## config.mk

```make
export PLATFORM = sky130hd
export DESIGN_NAME = fetch_decode_pipe_flat
export DESIGN_NICKNAME = d
export VERILOG_FILES = /design/src/rtl/fetch_decode_pipe_if.sv /design/src/rtl/fetch_decode_pipe.sv /design/src/flat_wrapper.sv
export SDC_FILE = /design/constraint.sdc
export NUM_CORES = 1
export LEC_CHECK = 0
export CORE_ASPECT_RATIO = 0.6
export CORE_UTILIZATION = 49
export DETAILED_ROUTE_END_ITERATION = 16
export HOLD_SLACK_MARGIN = 0.03
export PLACE_DENSITY_LB_ADDON = 0.3
export SETUP_SLACK_MARGIN = 0.05
export SYNTH_ARGS = -nofsm -noshare
export SYNTH_HDL_FRONTEND = slang
export SYNTH_SLANG_ARGS = --single-unit
```

## constraint.sdc

```tcl
create_clock -name clk -period 6 [get_ports clk]
set_input_delay 1.8 -clock clk [delete_from_list [all_inputs] [get_ports clk]]
set_output_delay 1.8 -clock clk [all_outputs]
set_load 0.05 [all_outputs]
```

## src/rtl/fetch_decode_pipe_if.sv

```systemverilog
// Fetch/decode bus: hazard and decode-stage controls in, fetch PC and IF/ID contents out.
interface fetch_decode_pipe_if #(
  parameter int unsigned CNT_W = 16
);
  logic             stallF;
  logic             stallD;
  logic             pcsrcD;
  logic             jumpD;
  logic [31:0]      pcbranchD;
  logic [31:0]      instrF;
  logic [31:0]      pcF;
  logic [31:0]      instrD;
  logic [31:0]      pcplus4D;
  logic             validD;
  logic [4:0]       rs_d;
  logic [4:0]       rt_d;
  logic [CNT_W-1:0] stall_cnt;
  logic [CNT_W-1:0] flush_cnt;

  modport master (
    output stallF, stallD, pcsrcD, jumpD, pcbranchD, instrF,
    input  pcF, instrD, pcplus4D, validD, rs_d, rt_d, stall_cnt, flush_cnt
  );

  modport slave (
    input  stallF, stallD, pcsrcD, jumpD, pcbranchD, instrF,
    output pcF, instrD, pcplus4D, validD, rs_d, rt_d, stall_cnt, flush_cnt
  );
endinterface

```

## src/rtl/fetch_decode_pipe.sv

```systemverilog
// PC register, next-PC selection and IF/ID register of the 5-stage MIPS pipeline,
// with saturating stall/flush event counters.
module fetch_decode_pipe #(
  parameter logic [31:0] RESET_PC = 32'h0000_0000,
  parameter int unsigned CNT_W    = 16
) (
  input logic                clk,
  input logic                reset,
  fetch_decode_pipe_if.slave bus
);

  logic [31:0]      pc_q;
  logic [31:0]      instr_q;
  logic [31:0]      pcplus4_q;
  logic             valid_q;
  logic [CNT_W-1:0] stall_cnt_q;
  logic [CNT_W-1:0] flush_cnt_q;

  logic [31:0]      pcplus4f;
  logic [31:0]      jump_tgt;
  logic [31:0]      pc_next;
  logic             redirect;

  // Branch/jump operands are only trusted once decode is not stalled.
  always_comb begin
    pcplus4f = pc_q + 32'd4;
    jump_tgt = {pcplus4_q[31:28], instr_q[25:0], 2'b00};
    redirect = (bus.pcsrcD | bus.jumpD) & ~bus.stallD;
    pc_next  = pcplus4f;
    if (redirect && bus.jumpD) begin
      pc_next = jump_tgt;
    end else if (redirect && bus.pcsrcD) begin
      pc_next = bus.pcbranchD & 32'hFFFF_FFFC;
    end
  end

  always_ff @(posedge clk) begin
    if (reset) begin
      pc_q <= RESET_PC;
    end else if (!bus.stallF) begin
      pc_q <= pc_next;
    end
  end

  // Redirect squashes the wrong-path fetch; stallF without stallD inserts a bubble.
  always_ff @(posedge clk) begin
    if (reset) begin
      instr_q   <= 32'd0;
      pcplus4_q <= 32'd0;
      valid_q   <= 1'b0;
    end else if (bus.stallD) begin
      instr_q   <= instr_q;
      pcplus4_q <= pcplus4_q;
      valid_q   <= valid_q;
    end else if (redirect || bus.stallF) begin
      instr_q   <= 32'd0;
      pcplus4_q <= 32'd0;
      valid_q   <= 1'b0;
    end else begin
      instr_q   <= bus.instrF;
      pcplus4_q <= pcplus4f;
      valid_q   <= 1'b1;
    end
  end

  always_ff @(posedge clk) begin
    if (reset) begin
      stall_cnt_q <= '0;
      flush_cnt_q <= '0;
    end else begin
      if (bus.stallD && (stall_cnt_q != '1)) begin
        stall_cnt_q <= stall_cnt_q + CNT_W'(1);
      end
      if (redirect && (flush_cnt_q != '1)) begin
        flush_cnt_q <= flush_cnt_q + CNT_W'(1);
      end
    end
  end

  assign bus.pcF       = pc_q;
  assign bus.instrD    = instr_q;
  assign bus.pcplus4D  = pcplus4_q;
  assign bus.validD    = valid_q;
  assign bus.rs_d      = instr_q[25:21];
  assign bus.rt_d      = instr_q[20:16];
  assign bus.stall_cnt = stall_cnt_q;
  assign bus.flush_cnt = flush_cnt_q;

endmodule

```

## src/flat_wrapper.sv

```systemverilog
// flat-port wrapper written by rule: the top's interface ports become plain ports
module fetch_decode_pipe_flat 
#(
  parameter logic [31:0] RESET_PC = 32'h0000_0000,
  parameter int unsigned CNT_W    = 16
)
  (clk, reset, bus_stallF, bus_stallD, bus_pcsrcD, bus_jumpD, bus_pcbranchD, bus_instrF, bus_pcF, bus_instrD, bus_pcplus4D, bus_validD, bus_rs_d, bus_rt_d, bus_stall_cnt, bus_flush_cnt);
  fetch_decode_pipe_if #(.CNT_W(CNT_W)) bus_i ();
  input logic clk;
  input logic reset;
  input wire logic [$bits(bus_i.stallF)-1:0] bus_stallF;
  input wire logic [$bits(bus_i.stallD)-1:0] bus_stallD;
  input wire logic [$bits(bus_i.pcsrcD)-1:0] bus_pcsrcD;
  input wire logic [$bits(bus_i.jumpD)-1:0] bus_jumpD;
  input wire logic [$bits(bus_i.pcbranchD)-1:0] bus_pcbranchD;
  input wire logic [$bits(bus_i.instrF)-1:0] bus_instrF;
  output wire logic [$bits(bus_i.pcF)-1:0] bus_pcF;
  output wire logic [$bits(bus_i.instrD)-1:0] bus_instrD;
  output wire logic [$bits(bus_i.pcplus4D)-1:0] bus_pcplus4D;
  output wire logic [$bits(bus_i.validD)-1:0] bus_validD;
  output wire logic [$bits(bus_i.rs_d)-1:0] bus_rs_d;
  output wire logic [$bits(bus_i.rt_d)-1:0] bus_rt_d;
  output wire logic [$bits(bus_i.stall_cnt)-1:0] bus_stall_cnt;
  output wire logic [$bits(bus_i.flush_cnt)-1:0] bus_flush_cnt;
  assign bus_i.stallF = bus_stallF;
  assign bus_i.stallD = bus_stallD;
  assign bus_i.pcsrcD = bus_pcsrcD;
  assign bus_i.jumpD = bus_jumpD;
  assign bus_i.pcbranchD = bus_pcbranchD;
  assign bus_i.instrF = bus_instrF;
  assign bus_pcF = bus_i.pcF;
  assign bus_instrD = bus_i.instrD;
  assign bus_pcplus4D = bus_i.pcplus4D;
  assign bus_validD = bus_i.validD;
  assign bus_rs_d = bus_i.rs_d;
  assign bus_rt_d = bus_i.rt_d;
  assign bus_stall_cnt = bus_i.stall_cnt;
  assign bus_flush_cnt = bus_i.flush_cnt;
  fetch_decode_pipe #(.RESET_PC(RESET_PC), .CNT_W(CNT_W)) u_core (.clk(clk), .reset(reset), .bus(bus_i));
endmodule
```

# Yosys cells after proc, flatten, opt, wreduce, memory -nomap -nowiden
# Index checks and enable logic that the tools add are counted.
[classes]
muxes = 5
n_bitwise = 3
eq_ne = 2
n_addsub = 3
reduce_logical = 5
[op_table]
columns = ["cell", "count"]
rows = [
  ["32-bit two-way mux", 4],
  ["16-bit by 1-bit adder with 16-bit output (second input constant)", 2],
  ["32-bit by 3-bit adder with 32-bit output (second input constant)", 1],
  ["16-bit inequality test (second input constant)", 2],
  ["1-bit logical AND", 4],
  ["1-bit AND", 1],
  ["1-bit logical OR", 1],
  ["1-bit two-way mux", 1],
  ["1-bit NOT", 1],
  ["1-bit bitwise OR", 1],
]
[word_totals]
elab_cells = 24
output_inout_bits = 139
in_bits = 70
register_bits = 129

# Longest topological paths before layout
[logic_depth]
ltp_word = 5
mapped_depth = 8
depth_no_buf = 6

# Least setup slack after synthesis
# No wires, ideal clock.
[synth_path]
kind = "input to register"
start = "in bus_pcsrcD"
end = "reg u_core.flush_cnt_q[14] (netlist: u_core.bus.flush_cnt[14])"
slack_ns = 2.800
t_arrival_ns = 3.072
required_ns = 5.872
path_stages = 7
setup_time_ns = 0.128
n_path_buf = 2
cell_sequence = "clkbuf_1 -> o21ba_2 -> clkbuf_1 -> nand3_1 -> nor3_1 -> mux2i_1 -> nor2_1"
[synth_between]
elab_chain_cells = 3
[synth_lines]
columns = ["item", "line", "text"]
rows = [
  ["start, declared", "flat_wrapper.sv:13", "input wire logic [$bits(bus_i.pcsrcD)-1:0] bus_pcsrcD;"],
  ["1-bit bitwise OR", "fetch_decode_pipe.sv:28", "redirect = (bus.pcsrcD | bus.jumpD) & ~bus.stallD;"],
  ["1-bit AND", "fetch_decode_pipe.sv:28", ""],
  ["1-bit logical AND", "fetch_decode_pipe.sv:74", "if (redirect && (flush_cnt_q != '1)) begin"],
  ["end signal, assigned", "fetch_decode_pipe.sv:75", "flush_cnt_q <= flush_cnt_q + CNT_W'(1);"],
  ["end, declared", "fetch_decode_pipe.sv:17", "logic [CNT_W-1:0] flush_cnt_q;"],
]
# Every way passes these cells.
# A chain may end at the register's enable or synchronous reset.

# Final worst setup path
[layout_path]
start = "in bus_pcsrcD"
end = "reg u_core.pc_q[30] (netlist: u_core.bus.pcF[30])"
[layout_between]
elab_chain_cells = 5
word_cells_on_any_way = 6
cone_classes = "mux (2); bitwise (2); reduce/logical (2)"
[layout_lines]
columns = ["item", "line", "text"]
rows = [
  ["1-bit bitwise OR", "fetch_decode_pipe.sv:28", ""],
  ["1-bit AND", "fetch_decode_pipe.sv:28", ""],
  ["1-bit logical AND", "fetch_decode_pipe.sv:32", "end else if (redirect && bus.pcsrcD) begin"],
  ["32-bit two-way mux", "fetch_decode_pipe.sv:32", ""],
  ["32-bit two-way mux (*)", "fetch_decode_pipe.sv:30", "if (redirect && bus.jumpD) begin"],
  ["end signal, assigned", "fetch_decode_pipe.sv:41", "pc_q <= pc_next;"],
  ["end, declared", "fetch_decode_pipe.sv:12", "logic [31:0] pc_q;"],
]
# Every way passes the cells marked *; elsewhere a longest branch is shown, timed or not.

==> impl_metrics.csv <==
group,metric,value,unit
floorplan,chipWidth,146,um
yosys,ys_seq_area_frac,0.411,
cts,cts_max_path_buffers,2,
setup_path,crit_chain,"clkdlybuf4s50_1 > nand2b_1 > nor2_1 > buf_4 > a221oi_1 > a21o_1 > a221oi_1",
yosys,async_flop_share,0,
grt,grt_pass1_vias,5804,
grt,grt_pass1_wl,31.1,mm
grt,grt_use_total,0.311,
min_path,hold_end,"u_core.bus.pcplus4D[27]",
yosys,synthCells,732,
sta,finalSetupViolCount,0,
grt,antenna_found_initial,0,
yosys,synth_common_cells,"dfxtp_1 (125), nor2_1 (110), nand2_1 (47)",
setup_path,rrSetupSlack,3.60,ns
sta,period_share,0.677,
sta,rsz0062_at_grt,"false",
route,drt-total-wl,20.5,mm
sta,fmax,0.246,GHz
route,dr_wl_met2,8.71,mm
route,routed-wl-met3,1.96,mm
setup_path,crit_top_cell,"a221oi_1",
min_path,min-delay-start,"u_core.bus.pcplus4D[27]",
finish,area_growth,42.0,%
sta,tightest_slew,0.828,ns
sta,maxSlewHeadroom,0.448,
yosys,ys_seq_elements,125,
yosys,synth.most_common_cell,"dfxtp_1",
placement,hpwl,14.5,mm
finish,nFillCells,922,
setup_path,startpoint_type,"input port",
yosys,synth_area_leaders,"dfxtp_1 (41%), nor2_1 (6.8%), a22oi_1 (5.5%)",
placement,dpl_cell_area,8080,um2
cts,post-cts-setup-buffers,0,
finish,final_util,0.715,
yosys,syn_area,6090,um2
yosys,synth.avg_cell_area,8.33,um2
route,drt_iter0_drc,582,
cts,ctsHtreeMaxLevel,4,
yosys,synth_edf_count,0,
finish,diodes,0,
sta,tns,0,ns
setup_path,crit_path_top_delay_cell,"clkdlybuf4s50_1",
setup_path,max_stage_delay,0.66,ns
job,drv_cap,0,
setup_path,cp_data_required_time,6.32,ns
route,firstDrtPassIters,5,
floorplan,row_count,31,
cts,ctsHoldBuffers,0,
floorplan,ios,209,
route,via_per_inst,5.92,
sta,slew_viol_final,0,
placement,gp_congestion,0.861,
cts,clk_transition_reported_paths,0.06,ns
sta,hold_violations,0,
sta,period_minus_slack,4.06,ns
sta,skew,0.0108,ns
grt,grt_max_degree,62,
yosys,netlist.area_leader.share,0.411,
pwr,ir_drop,0.000187,V
cts,cts_tree,"built",
pwr,leakage,3.09,nW
pwr,p_per_area,248,nW/um2
grt,grt_overflow,0,
route,wl_per_cell,19.0,um
floorplan,die_area,12900,um2
finish,fin_area,8660,um2
finish,multi_input_area,3240,um2
pwr,power,0.00215,W
floorplan,core-area,12100,um2
finish,layout-drive-gt1-share,0.0635,
setup_path,critPathLaunch,"bus_pcsrcD",
cts,root_buffer,"clkbuf_16",
route,ant_nets,0,
yosys,ys_types,59,
floorplan,die_y,88.4,um
setup_path,r2r_start,"u_core.bus.pcF[4]",
min_path,worstHoldPathType,"reg -> reg",
outcome,outcome,"complete, no violations",
route,drc,0,
yosys,synth_flop_cell,"dfxtp_1",
setup_path,crit_type,"in -> reg",
route,drt-met1-wl,9.44,mm
finish,nets,973,
setup_path,worst_ep_arrival_time,4.38,ns
route,route.vias.total,6387,
finish,seqCellArea,2500,um2
yosys,yosys_warnings,0,
setup_path,cp_max_fo,19,
setup_path,reg2regPathDepth,5,
setup_path,r2r-end,"u_core.bus.pcF[31]",
cts,cts.sinks,125,
cts,clk-insertion-delay-late,0.42,ns
min_path,hold_depth,2,
route,routed.top_layer,"met4",
placement,place.port_buffers,202,
floorplan,start_util,0.504,
yosys,yosysTopAreaCell,"dfxtp_1",
cts,cts-buffers-inserted,17,
cts,ctsResizeCount,0,
setup_path,end_kind,"flop",
-- how the worst max path moves through the flow --
| stage | end | slack [ns] | cells after the start |
|---|---|---|---|
| after CTS | u_core.bus.pcF[30] | 2.00 | 7 |
| after global routing | u_core.bus.pcF[30] | 1.68 | 7 |
| final | u_core.bus.pcF[30] | 1.94 | 7 |
| after floorplan | u_core.bus.flush_cnt[14] | 2.80 | 7 |
| after global placement | u_core.bus.pcF[30] | 1.61 | 7 |
| after detailed placement | u_core.bus.pcF[30] | 1.57 | 7 |
-- critical path, delay by kind of cell --
kind / cells / cell delay [ns]
simple gates: 2 / 1.08
buf+inv: 2 / 0.92
compound gates: 3 / 0.58
-- flip-flops by register name, summed over array words and instances, names as in the netlist --
name	flops
u_core.bus.stall_cnt	16
u_core.bus.flush_cnt	16
u_core.bus.pcplus4D	30
u_core.bus.pcF	30
u_core.bus.validD	1
u_core.bus.instrD	32
-- layout by cell type, fill, tap and decap left out, types with 4 or more instances in the layout --
cell type and count:
nand2_1 47, nor4_1 5, nor2_1 110, nand2b_1 4
a22oi_1 45, clkbuf_16 17, and2_1 5, a21oi_1 35
nand4_1 16, xor2_1 33, o2111ai_1 6, inv_1 18
conb_1 4, o21ai_0 46, clkdlybuf4s50_1 199, a221oi_1 19
buf_4 9, clkinv_2 4, dfxtp_1 125, nor3_1 14
or3_1 8, a22o_1 6, o211ai_1 8, mux2i_1 10
xnor2_1 16, nand3_1 25, a21o_1 4, and4_1 7
and3_1 11
-- cells by family (layout without fill, tap and decap cells) --
| group | count (synthesis) | count (layout) | synth area share |
|---|---|---|---|
| AOI/OAI and AO/OA | 184 | 184 | 0.202 |
| xor gates and xnor gates | 49 | 49 | 0.0704 |
| adders and majority gates | 3 | 3 | 0.00616 |
| buffers and inverters | 82 | 260 | 0.0614 |
| DFF | 125 | 125 | 0.411 |
| muxes | 11 | 11 | 0.0183 |
| other | 1 | 4 | 0.000615 |
| and+or+nand+nor | 277 | 277 | 0.230 |
-- metal layers --
layer / global-route usage / up-vias
met4: 0.0975 / 0
li1: - / 2959
met3: 0.0861 / 38
met5: 0 / -
met1: 0.438 / 3044
met2: 0.465 / 346
-- power by group --
group          internal, W  switching [W]  total (W)  leakage, nW
logic             0.000110       0.000177   0.000287         1.80
registers         0.000849      0.0000291   0.000878         1.01
clock network     0.000592       0.000393   0.000985        0.276
-- area by class of cell --
type	count	area share
well taps	165	0.0239
inverters	18	0.00781
multi-input cells	528	0.374
clock buffers	19	0.0523
repair buffers	210	0.239
clock inverters	13	0.0134
flip-flops and latches	125	0.289
-- per-stage QoR --
stage	setup WS, ns	std cells	hold slack (ns)
after global routing	1.68	1078	0.494
after floorplan	2.80	735	0.667
final	1.94	1078	0.454
after global placement	1.61	1046	0.436
after detailed placement	1.57	1046	0.443
after CTS	2.00	1078	0.457
(Power assumes the default switching activity.)
==> variant 1: new RTL, config.mk and constraints unchanged <==
`CNT_W` is set to 16 in 3 places; all go to 20.
--- a/src/rtl/fetch_decode_pipe_if.sv
+++ b/src/rtl/fetch_decode_pipe_if.sv
@@ -2,3 +2,3 @@
 interface fetch_decode_pipe_if #(
-  parameter int unsigned CNT_W = 16
+  parameter int unsigned CNT_W = 20
 );
--- a/src/rtl/fetch_decode_pipe.sv
+++ b/src/rtl/fetch_decode_pipe.sv
@@ -4,3 +4,3 @@
   parameter logic [31:0] RESET_PC = 32'h0000_0000,
-  parameter int unsigned CNT_W    = 16
+  parameter int unsigned CNT_W    = 20
 ) (
--- a/src/flat_wrapper.sv
+++ b/src/flat_wrapper.sv
@@ -4,3 +4,3 @@
   parameter logic [31:0] RESET_PC = 32'h0000_0000,
-  parameter int unsigned CNT_W    = 16
+  parameter int unsigned CNT_W    = 20
 )
Interface: changed (resized bus_flush_cnt and bus_stall_cnt); port bits go from 209 to 217. No check against the original RTL was run, so the function may have changed too.
==> variant 1 against the original RTL <==
Routed wire length grew 0.42%; maximum frequency is 7.6% higher; power grew 9.6%; worst setup slack better by 0.29 ns; combinational power decreased by 5%; sequential cell count rose by 8; final area up 7.0%; area after synthesis increased by 7.5%; die area is 7.3% higher; synthesized cell count up 6.6%; cell count up 5.5%; sequential power grew 5.6%; largest power group unchanged; highest routed layer unchanged.
==> variant 1: results <==
set metrics [dict create \
    status "complete, no violations" \
    ys_warn_count 0 \
    grt_usage_pct 30.3 \
    drive_above_1_share_pct 6.52 \
    ir_drop_mv 0.195 \
    clockBufferCount 21 \
    portBuffers 210 \
    clkSlewWorstSetupHoldPaths_ns 0.06 \
    synth-seq-area-share_pct 40.6 \
    fin_nets 1026 \
    grtUsageMet2_pct 44.6 \
    core-area_um2 12900 \
    ys_types 64 \
    clkCellAreaFrac_pct 7.10 \
    tightest_slew_ns 1.17 \
    antenna_found_initial 1 \
    cp_slowest_cell "nor3b_2" \
    finalClockSkew_ns 0.0103 \
    final-seq-area_um2 2660 \
    endpoint "u_core.bus.pcF[23]$_SDFFE_PP0N_" \
    placed_area_um2 8600 \
    reg2reg_slack_ns 3.55 \
    dr.first_iter.drc_count 534 \
    r2r_end "u_core.bus.pcplus4D[24]$_SDFFE_PP0N_" \
    cts.path.max_buffers 2 \
    antennaDiodeCount 1 \
    cpPeakStageDelay_ns 1.01 \
    grt_pass1_vias 6106 \
    design.seq.count 133 \
    r2r-start "u_core.bus.pcF[17]$_SDFFE_PP0N_" \
    insertion_delay_ns 0.41 \
    met1_length_um 9360 \
    hold_ws_ns 0.443 \
    clock_net_power_mw 1.16 \
    seqPwrFrac_pct 39.3 \
    grt_pass1_wl_um 32600 \
    inv_count 20 \
    ys_top_cells_by_area "dfxtp_1, nor2_1, xnor2_1" \
    wl_met3_um 2160 \
    grt_use_met1_pct 42.7 \
    hpwl_um 14500 \
    avgRoutedWirePerCell_um 18.1 \
    p_leak_nw 3.17 \
    gr-usage-met3_pct 9.50 \
    dr_wl_met2_um 8830 \
    cp_max_fo 15 \
    buffers 218 \
    multi_input_comb_cells 563 \
    num_vias 6638 \
    synthTopCellsByCount "dfxtp_1, nor2_1, nand2_1" \
    nFillCells 1018 \
    power.share.clock_pct 49.1 \
    gp_congestion 0.879 \
    nonClkBufAreaFrac_pct 23.2 \
    switching_share_pct 24.9 \
    hp-start "u_core.bus.pcplus4D[26]$_SDFFE_PP0N_" \
    hold_end "u_core.bus.pcplus4D[26]$_SDFFE_PP0N_" \
]
variant 1: cell types whose count changed after synthesis, sizes merged, moves of 6 or more:
cell / unedited run / this run
a211oi: 3 / 9
a21oi: 35 / 45
a22o: 6 / 12
a31oi: 1 / 9
buf: 25 / 33
dfxtp: 125 / 133
mux2i: 10 / 4
nand3: 28 / 22
nand4: 19 / 29
nor2: 110 / 101
nor4: 7 / 15
xnor2: 16 / 40
xor2: 33 / 13
variant 1: logic make-up after synthesis:
family          Yosys count  share of synthesized area [%]
xor+xnor                 53                           7.09
flops                   133                           40.6
buf+inv                  87                           6.27
fa+ha+maj                 3                          0.573
simple gates            281                           22.1
mux                       4                          0.611
other cells               1                         0.0573
compound gates          218                           22.6
variant 1: metrics by stage:
stage	setup WS, ns	std cells	utilization (%)
2_1_floorplan	2.89	783	-
3_3_place_gp	1.85	1104	66.5
3_5_place_dp	1.84	1104	66.5
4_1_cts	2.26	1136	71.6
5_1_grt	2.10	1136	71.6
6_report	2.23	1137	71.6
==> variant 2: new RTL, same flow settings <==
Made on the original files. Reset style: asynchronous (`reset`), changed in 3 clocked blocks.
--- a/src/rtl/fetch_decode_pipe.sv
+++ b/src/rtl/fetch_decode_pipe.sv
@@ -36,3 +36,3 @@
 
-  always_ff @(posedge clk) begin
+  always_ff @(posedge clk or posedge reset) begin
     if (reset) begin
@@ -45,3 +45,3 @@
   // Redirect squashes the wrong-path fetch; stallF without stallD inserts a bubble.
-  always_ff @(posedge clk) begin
+  always_ff @(posedge clk or posedge reset) begin
     if (reset) begin
@@ -65,3 +65,3 @@
 
-  always_ff @(posedge clk) begin
+  always_ff @(posedge clk or posedge reset) begin
     if (reset) begin
Formal check against the unedited RTL: differs if reset is asserted again (counterexample within 4 cycles, from zero or initial values and one cycle with reset high); with reset held inactive, the same outputs for 10 cycles.
==> variant 2 against the original RTL <==
Die area up 1.7%; sequential cell count stayed put; final area rose by 2.4%; via count is 8.3% lower; routed wire length down 4.1%; area after synthesis increased by 1.7%; critical endpoint is now u_core.bus.pcF[21]$_DFFE_PP0N_; worst setup slack got worse by 0.43 ns; critical path type unchanged.
Power is not compared: it rests on default switching activity, and its combinational part moved more than twofold at a synthesized area within 25%.
==> variant 2: results <==
set metrics [dict create \
    drive_above_1_share_pct 6.60 \
    synth.area.mux_share_pct 1.25 \
    grt_max_degree 78 \
    syn_avg_cell_area_um2 9.95 \
    hold_ws_ns 0.483 \
    wl_met3_um 1980 \
    hp-start "u_core.bus.pcplus4D[11]$_DFFE_PP0N_" \
    dr.first_iter.drc_count 525 \
    cp_slowest_cell "nor2_1" \
    final_cell_area_um2 8860 \
    reg2reg_slack_ns 3.34 \
    tightest_slew_ns 1.14 \
    grt_pass1_wl_um 30300 \
    ys_top_cells_by_area "dfrtp_1, a22o_1, xnor2_1" \
    finalClockSkew_ns 0.00501 \
    dr_wl_met2_um 8380 \
    gr-usage-met3_pct 8.01 \
    clkCellAreaFrac_pct 6.79 \
    synthTopCellsByCount "dfrtp_1, nand2_1, o21ai_0" \
    num_vias 5857 \
    sh_seq_area_pct 35.3 \
    avgRoutedWirePerCell_um 20.0 \
    reg2regPathDepth 6 \
    async_reset_ff_share_pct 100 \
    r2r-start "u_core.bus.pcF[2]$_DFFE_PP0N_" \
    inv_count 16 \
    gp_congestion 0.899 \
    synth_fa_ha_area_share_pct 0.606 \
    ys_types 52 \
    status "complete, no violations" \
    grt_usage_pct 30.7 \
    synth_compound_area_share_pct 19.6 \
    clockBufferCount 21 \
    grt_use_met1_pct 45.3 \
    synth-seq-area-share_pct 50.5 \
    grtUsageMet2_pct 44.6 \
    hpwl_um 14000 \
    endpoint "u_core.bus.pcF[21]$_DFFE_PP0N_" \
    synthFlopType "dfrtp_1" \
    fin_nets 878 \
]
-- variant 2: changes by cell type after synthesis, sizes merged, moves of 9 or more --
cell,unedited run,this run
nand2,47,65
xor2,33,15
mux2i,10,1
o22ai,0,9
xnor2,16,35
a22oi,45,12
buf,25,16
a22o,6,37
nor2,110,26
dfrtp,0,125
a221oi,19,2
dfxtp,125,0
-- variant 2: kinds of logic (layout without fill, tap and decap cells) --
| group | Yosys count | after routing |
|---|---|---|
| AND/OR/NAND/NOR | 192 | 192 |
| XOR/XNOR | 50 | 50 |
| adder cells (fa/ha/maj) | 3 | 3 |
| other | 1 | 4 |
| AO/OA/AOI/OAI | 179 | 179 |
| buffers and inverters | 66 | 258 |
| flip-flops | 125 | 125 |
| multiplexers | 7 | 7 |
-- variant 2: metrics by stage --
step / instances / setup slack (ns)
after floorplan: 626 / 0.872
after global placement: 951 / 1.34
after detailed placement: 951 / 1.19
after CTS: 983 / 1.64
after global routing: 983 / 1.41
final: 983 / 1.51
